File: src/rtl/subleq_loader_pkg.sv
// subleq_loader_pkg: shared types for the boot loader.
// Word/address width, byte width, loader state encoding, and a helper that
// tells whether a state consumes host bytes.
package subleq_loader_pkg;

  localparam int WORD_SIZE = 16;
  localparam int BYTE_W    = 8;

  typedef logic [WORD_SIZE-1:0] word_t;
  typedef logic [BYTE_W-1:0]    byte_t;

  typedef enum logic [2:0] {
    LD_ADDR_HI = 3'd0,
    LD_ADDR_LO = 3'd1,
    LD_CNT_HI  = 3'd2,
    LD_CNT_LO  = 3'd3,
    LD_DATA_HI = 3'd4,
    LD_DATA_LO = 3'd5,
    LD_WRITE   = 3'd6,
    LD_DONE    = 3'd7
  } ld_state_t;

  // Every state except the write strobe and the terminal state takes a byte.
  function automatic logic is_byte_state(input ld_state_t s);
    return (s != LD_WRITE) && (s != LD_DONE);
  endfunction

endpackage

File: src/rtl/subleq_loader_if.sv
// subleq_loader_if: host byte link, memory write port and CPU control of the loader.
// master = loader side (accepts bytes, drives memory writes and CPU hold).
// slave  = environment side (host byte source, memory, CPU).
interface subleq_loader_if;
  import subleq_loader_pkg::*;

  byte_t rx_data;    // incoming byte
  logic  rx_valid;   // rx_data valid this cycle
  logic  rx_ready;   // loader accepts rx_data this cycle
  word_t mem_addr;   // memory write address
  word_t mem_wdata;  // memory write data
  logic  mem_we;     // one-cycle write strobe
  logic  cpu_hold;   // CPU reset request, high until load complete
  logic  load_done;  // sticky, high once end marker consumed

  modport master (
    input  rx_data, rx_valid,
    output rx_ready, mem_addr, mem_wdata, mem_we, cpu_hold, load_done
  );

  modport slave (
    output rx_data, rx_valid,
    input  rx_ready, mem_addr, mem_wdata, mem_we, cpu_hold, load_done
  );

endinterface

File: src/rtl/subleq_loader.sv
// subleq_loader: boot loader turning ADDR/CNT-framed big-endian byte segments into memory word writes.
// Latency: write strobe one cycle after the low data byte; 1 word per 3 cycles at best.
// Backpressure: rx_ready drops only in the WRITE cycle and forever after the end marker.
// Ports: clk, areset (async, active-high); bus (subleq_loader_if.master): rx_data/rx_valid/rx_ready,
//   mem_addr/mem_wdata/mem_we, cpu_hold, load_done.
module subleq_loader
  import subleq_loader_pkg::*;
(
  input  logic           clk,
  input  logic           areset,
  subleq_loader_if.master bus
);

  ld_state_t state_q, state_d;

  byte_t hi_q;         // high byte held until its low partner arrives
  word_t addr_q;       // next write address, post-incremented per word
  word_t remaining_q;  // words still to write in the current segment
  word_t wr_addr_q;    // registered write port
  word_t wr_data_q;
  logic  hold_q;
  logic  done_q;

  logic  xfer;
  word_t rx_word;

  assign bus.rx_ready  = is_byte_state(state_q);
  assign xfer          = bus.rx_valid & bus.rx_ready;
  assign rx_word       = {hi_q, bus.rx_data};

  assign bus.mem_we    = (state_q == LD_WRITE);
  assign bus.mem_addr  = wr_addr_q;
  assign bus.mem_wdata = wr_data_q;
  assign bus.cpu_hold  = hold_q;
  assign bus.load_done = done_q;

  // State register
  always_ff @(posedge clk or posedge areset) begin
    if (areset) begin
      state_q <= LD_ADDR_HI;
    end else begin
      state_q <= state_d;
    end
  end

  // Next state: byte states move only on a transfer
  always_comb begin
    state_d = state_q;
    unique case (state_q)
      LD_ADDR_HI: if (xfer) state_d = LD_ADDR_LO;
      LD_ADDR_LO: if (xfer) state_d = LD_CNT_HI;
      LD_CNT_HI:  if (xfer) state_d = LD_CNT_LO;
      // A zero count is the end marker; the segment address is simply dropped.
      LD_CNT_LO:  if (xfer) state_d = (rx_word == '0) ? LD_DONE : LD_DATA_HI;
      LD_DATA_HI: if (xfer) state_d = LD_DATA_LO;
      LD_DATA_LO: if (xfer) state_d = LD_WRITE;
      // remaining_q still holds the pre-decrement count here.
      LD_WRITE:   state_d = (remaining_q == word_t'(1)) ? LD_ADDR_HI : LD_DATA_HI;
      LD_DONE:    state_d = LD_DONE;
      default:    state_d = LD_ADDR_HI;
    endcase
  end

  // Datapath: byte assembly, address/count tracking, write port, status
  always_ff @(posedge clk or posedge areset) begin
    if (areset) begin
      hi_q        <= '0;
      addr_q      <= '0;
      remaining_q <= '0;
      wr_addr_q   <= '0;
      wr_data_q   <= '0;
      hold_q      <= 1'b1;
      done_q      <= 1'b0;
    end else begin
      if (xfer) begin
        unique case (state_q)
          LD_ADDR_HI, LD_CNT_HI, LD_DATA_HI: hi_q <= bus.rx_data;
          LD_ADDR_LO: addr_q      <= rx_word;
          LD_CNT_LO:  remaining_q <= rx_word;
          LD_DATA_LO: begin
            wr_addr_q <= addr_q;
            wr_data_q <= rx_word;
          end
          default: ;
        endcase
      end

      // Address wraps naturally at the word width; a segment may cross 0xFFFF.
      if (state_q == LD_WRITE) begin
        addr_q      <= addr_q + word_t'(1);
        remaining_q <= remaining_q - word_t'(1);
      end

      // Released one cycle after reaching DONE, both flags together.
      if (state_q == LD_DONE) begin
        hold_q <= 1'b0;
        done_q <= 1'b1;
      end
    end
  end

endmodule

File: src/flat_wrapper.sv
// flat-port wrapper written by rule: the top's interface ports become plain ports
module subleq_loader_flat import subleq_loader_pkg::*;
  (clk, areset, bus_rx_data, bus_rx_valid, bus_rx_ready, bus_mem_addr, bus_mem_wdata, bus_mem_we, bus_cpu_hold, bus_load_done);
  subleq_loader_if bus_i ();
  input  logic clk;
  input  logic areset;
  input wire logic [$bits(bus_i.rx_data)-1:0] bus_rx_data;
  input wire logic [$bits(bus_i.rx_valid)-1:0] bus_rx_valid;
  output wire logic [$bits(bus_i.rx_ready)-1:0] bus_rx_ready;
  output wire logic [$bits(bus_i.mem_addr)-1:0] bus_mem_addr;
  output wire logic [$bits(bus_i.mem_wdata)-1:0] bus_mem_wdata;
  output wire logic [$bits(bus_i.mem_we)-1:0] bus_mem_we;
  output wire logic [$bits(bus_i.cpu_hold)-1:0] bus_cpu_hold;
  output wire logic [$bits(bus_i.load_done)-1:0] bus_load_done;
  assign bus_i.rx_data = bus_rx_data;
  assign bus_i.rx_valid = bus_rx_valid;
  assign bus_rx_ready = bus_i.rx_ready;
  assign bus_mem_addr = bus_i.mem_addr;
  assign bus_mem_wdata = bus_i.mem_wdata;
  assign bus_mem_we = bus_i.mem_we;
  assign bus_cpu_hold = bus_i.cpu_hold;
  assign bus_load_done = bus_i.load_done;
  subleq_loader u_core (.clk(clk), .areset(areset), .bus(bus_i));
endmodule
File: config.mk
export PLATFORM = sky130hd
export DESIGN_NAME = subleq_loader_flat
export DESIGN_NICKNAME = d
export VERILOG_FILES = /design/src/rtl/subleq_loader_pkg.sv /design/src/rtl/subleq_loader_if.sv /design/src/rtl/subleq_loader.sv /design/src/flat_wrapper.sv
export SDC_FILE = /design/constraint.sdc
export NUM_CORES = 1
export LEC_CHECK = 0
export CORE_MARGIN = 2
export CORE_UTILIZATION = 40
export DETAILED_ROUTE_END_ITERATION = 6
export GPL_ROUTABILITY_DRIVEN = 0
export PLACE_DENSITY = 0.64
export SYNTH_ARGS = -nofsm -noshare
export SYNTH_HDL_FRONTEND = slang
export SYNTH_SLANG_ARGS = --single-unit
File: constraint.sdc
create_clock -name clk -period 2.6 [get_ports clk]
set_clock_uncertainty 0.2 [all_clocks]
set_input_delay 0.52 -clock clk [delete_from_list [all_inputs] [get_ports clk]]
set_output_delay 0.52 -clock clk [all_outputs]
set_load 0.02 [all_outputs]
==> results.json <==
{
  "cts.clk_slew.worst_paths_ps": 80,
  "synth_area_per_cell_um2": 11.0,
  "num_vias": 2963,
  "clkSinkCount": 77,
  "crit_end": "bus_rx_ready",
  "start_util_pct": 40.6,
  "dpl.cell_count": 498,
  "first_iter_violations": 188,
  "h-tree-depth": 3,
  "drcViolationCount": 0,
  "grt_pass1_wl_mm": 15.4,
  "setup_ws_ps": 109,
  "hold_slack_ps": 285,
  "startpoint": "u_core.state_q[1]$_DFFE_PP0P_",
  "ys_seq_area_share_pct": 52.4,
  "worst_slew_pin_slew_ps": 543,
  "final_core_util_pct": 50.6,
  "antenna_cells": 0,
  "antenna_found_initial": 0,
  "reg2reg_depth": 7,
  "synthArstFlopShare_pct": 100,
  "synth_nets": 350,
  "placed_area_mm2": 0.00439,
  "synthAdderAreaFrac_pct": 1.02,
  "hold_buffers": 0,
  "synthXorXnorAreaFrac_pct": 0.952,
  "port-buffer-count": 46,
  "p_total_mw": 4.91,
  "rsz0062_at_grt": "false",
  "routed_wl_mm": 9.25,
  "drive_above_1_share_pct": 23.3,
  "hold_violations": 0,
  "synth.area.mux_share_pct": 11.9,
  "drtAntennaViolNets": 0,
  "grt-ovfl-total": 0,
  "setup_viol_count_final": 0,
  "crit_required_ps": 1880,
  "synth_top_family_by_area": "simple AND/OR/NAND/NOR gates",
  "ys.flop_type": "dfrtp_1",
  "cts_root_buf": "clkbuf_8",
  "routed-wl-met2_mm": 4.29,
  "nNetsFinal": 412,
  "hold_class": "flip-flop to flip-flop",
  "met1_length_mm": 4.44,
  "fmax_ghz": 0.401,
  "r2r-start": "u_core.remaining_q[1]$_DFFE_PP0P_",
  "rr_endpoint": "u_core.remaining_q[14]$_DFFE_PP0P_",
  "cts_setup_buffers": 0,
  "p_leak_nw": 1.85,
  "worstSetupStartpointType": "flip-flop",
  "outcome": "finished clean",
  "synthCells": 336,
  "routed.top_layer": "met4",
  "critPathKind": "flip-flop to output pin",
  "synth_top_cell_by_area": "dfrtp_1",
  "die_y_um": 99.9,
  "netlist_area_mm2": 0.00368,
  "grt_pass1_vias": 2982,
  "power_density_mw_per_mm2": 1070,
  "area_growth_pct": 24.6,
  "first_pass_iters": 4,
  "setup_tns_ps": 0,
  "cts_tree": "built",
  "yosysUniqueCellTypes": 56,
  "fin_crit_sh_pct": 95.8,
  "grt_max_degree": 78,
  "core-area_mm2": 0.00906,
  "arrival_ps": 1770,
  "num_rows": 35,
  "cp_max_fo": 14,
  "synth-seq-cells": 77,
  "io_pins": 47,
  "via_per_inst": 5.76,
  "yosys.area_share.simple_pct": 16.0,
  "cpPeakStageDelay_ps": 600,
  "relSlewSlack_pct": 63.5,
  "grt_usage_pct": 19.9,
  "synth_compound_area_share_pct": 15.2,
  "path_cells": "and2_1 -> inv_2 -> clkdlybuf4s50_1",
  "ir_drop_uv": 643,
  "finalCriticalPeriod_ps": 2490,
  "synth_top_area_share_pct": 51.7,
  "drv_cap": 0,
  "final_max_slew_viol_count": 0,
  "dp_slack_ps": 152,
  "numCtsBuffers": 9,
  "yosys_warnings": 0,
  "wl_per_cell_um": 18.0,
  "clk_latency_ps": 360,
  "crit_slowest_cell": "clkdlybuf4s50_1",
  "clockBufferDepth": 2,
  "die_area_mm2": 0.00999,
  "crit_path_end_kind": "output pin",
  "final_area_mm2": 0.00459,
  "fin_cells": 514,
  "die_w_um": 99.9,
  "post-dp-hpwl_mm": 6.40,
  "synthTopCellsByArea": "dfrtp_1, mux2_2, nor2_1, nand2_1, a21oi_1",
  "wl_met3_um": 396,
  "synth-edff-count": 0,
  "reg2reg_slack_ps": 340
}
[cell usage in the layout, fill, tap and decap left out, types with 9 or more instances in the layout]
cell              n
a21oi_1          18
buf_4            17
clkbuf_8          9
clkdlybuf4s50_1  46
dfrtp_1          74
mux2_2           39
nand2_1          27
nand3_1          11
nor2_1           31
o21ai_0          18
[layer usage]
| layer | global-route usage [%] | up-vias |
|---|---|---|
| li1 | - | 1360 |
| met1 | 28.3 | 1520 |
| met2 | 30.2 | 75 |
| met3 | 4.39 | 8 |
| met4 | 7.48 | 0 |
| met5 | 0 | - |
[cells in the mapped netlist (5+ instances only)]
cell / number
dfrtp_1: 76
mux2_2: 39
nor2_1: 31
nand2_1: 27
a21oi_1: 18
o21ai_0: 18
nand3_1: 11
buf_2: 10
a211oi_1: 6
a311oi_1: 6
inv_1: 6
o21ai_1: 6
a221o_1: 5
nor4_1: 5
[cell type report]
type	instances	area, um2
Clock buffer	10	128
Clock inverter	6	71.3
Fill cell	831	4480
Inverter	8	33.8
Multi-Input combinational cell	237	1660
Sequential cell	77	1930
Tap cell	111	139
Timing Repair Buffer	65	628
[power by group]
part | internal, mW | leakage (nW) | switching [mW]
Clock | 0.450 | 0.0931 | 0.468
Combinational | 0.967 | 0.873 | 0.988
Sequential | 1.61 | 0.880 | 0.425
[critical path: cells and delay by family (launching register included)]
family | cells | cell delay (ps)
buffers and inverters | 2 | 670
flip-flops | 1 | 510
AND/OR/NAND/NOR | 1 | 230
[how the worst min path moves through the flow]
| stage | startpoint | end | slack, ps | depth (start not counted) |
|---|---|---|---|---|
| 4_1_cts | u_core.bus.cpu_hold$_DFFE_PP1P_ | u_core.bus.cpu_hold$_DFFE_PP1P_ | 290 | 1 |
| 2_1_floorplan | u_core.remaining_q[14]$_DFFE_PP0P_ | u_core.remaining_q[14]$_DFFE_PP0P_ | 280 | 2 |
| 5_1_grt | u_core.bus.load_done$_DFFE_PP0P_ | u_core.bus.load_done$_DFFE_PP0P_ | 300 | 1 |
| 3_3_place_gp | u_core.bus.load_done$_DFFE_PP0P_ | u_core.bus.load_done$_DFFE_PP0P_ | 250 | 1 |
| 3_5_place_dp | u_core.bus.load_done$_DFFE_PP0P_ | u_core.bus.load_done$_DFFE_PP0P_ | 270 | 1 |
| 6_report | u_core.bus.load_done$_DFFE_PP0P_ | u_core.bus.load_done$_DFFE_PP0P_ | 280 | 1 |
[cells by family (layout without fill, tap and decap cells)]
logic type               count (synthesis)  in the layout
AO/OA/AOI/OAI                           84             84
XOR/XNOR                                 4              4
adder cells (fa/ha/maj)                  3              3
buffers and inverters                   22             89
flip-flops                              77             77
multiplexers                            39             39
AND/OR/NAND/NOR                        107            107
[registers in the layout, summed over array words and instances (netlist names)]
name	cells
u_core.addr_q	16
u_core.bus.cpu_hold	1
u_core.bus.load_done	1
u_core.bus.mem_addr	16
u_core.bus.mem_wdata	16
u_core.hi_q	8
u_core.remaining_q	16
u_core.state_q	3
[what timing repair did]
action | in CTS | in global routing
hold endpoints to repair | 0 | 0
resized for setup | 1 | 1
endpoints found under the setup margin | 1 | 1
pin swaps | 0 | 0
(Power assumes the default switching activity.)
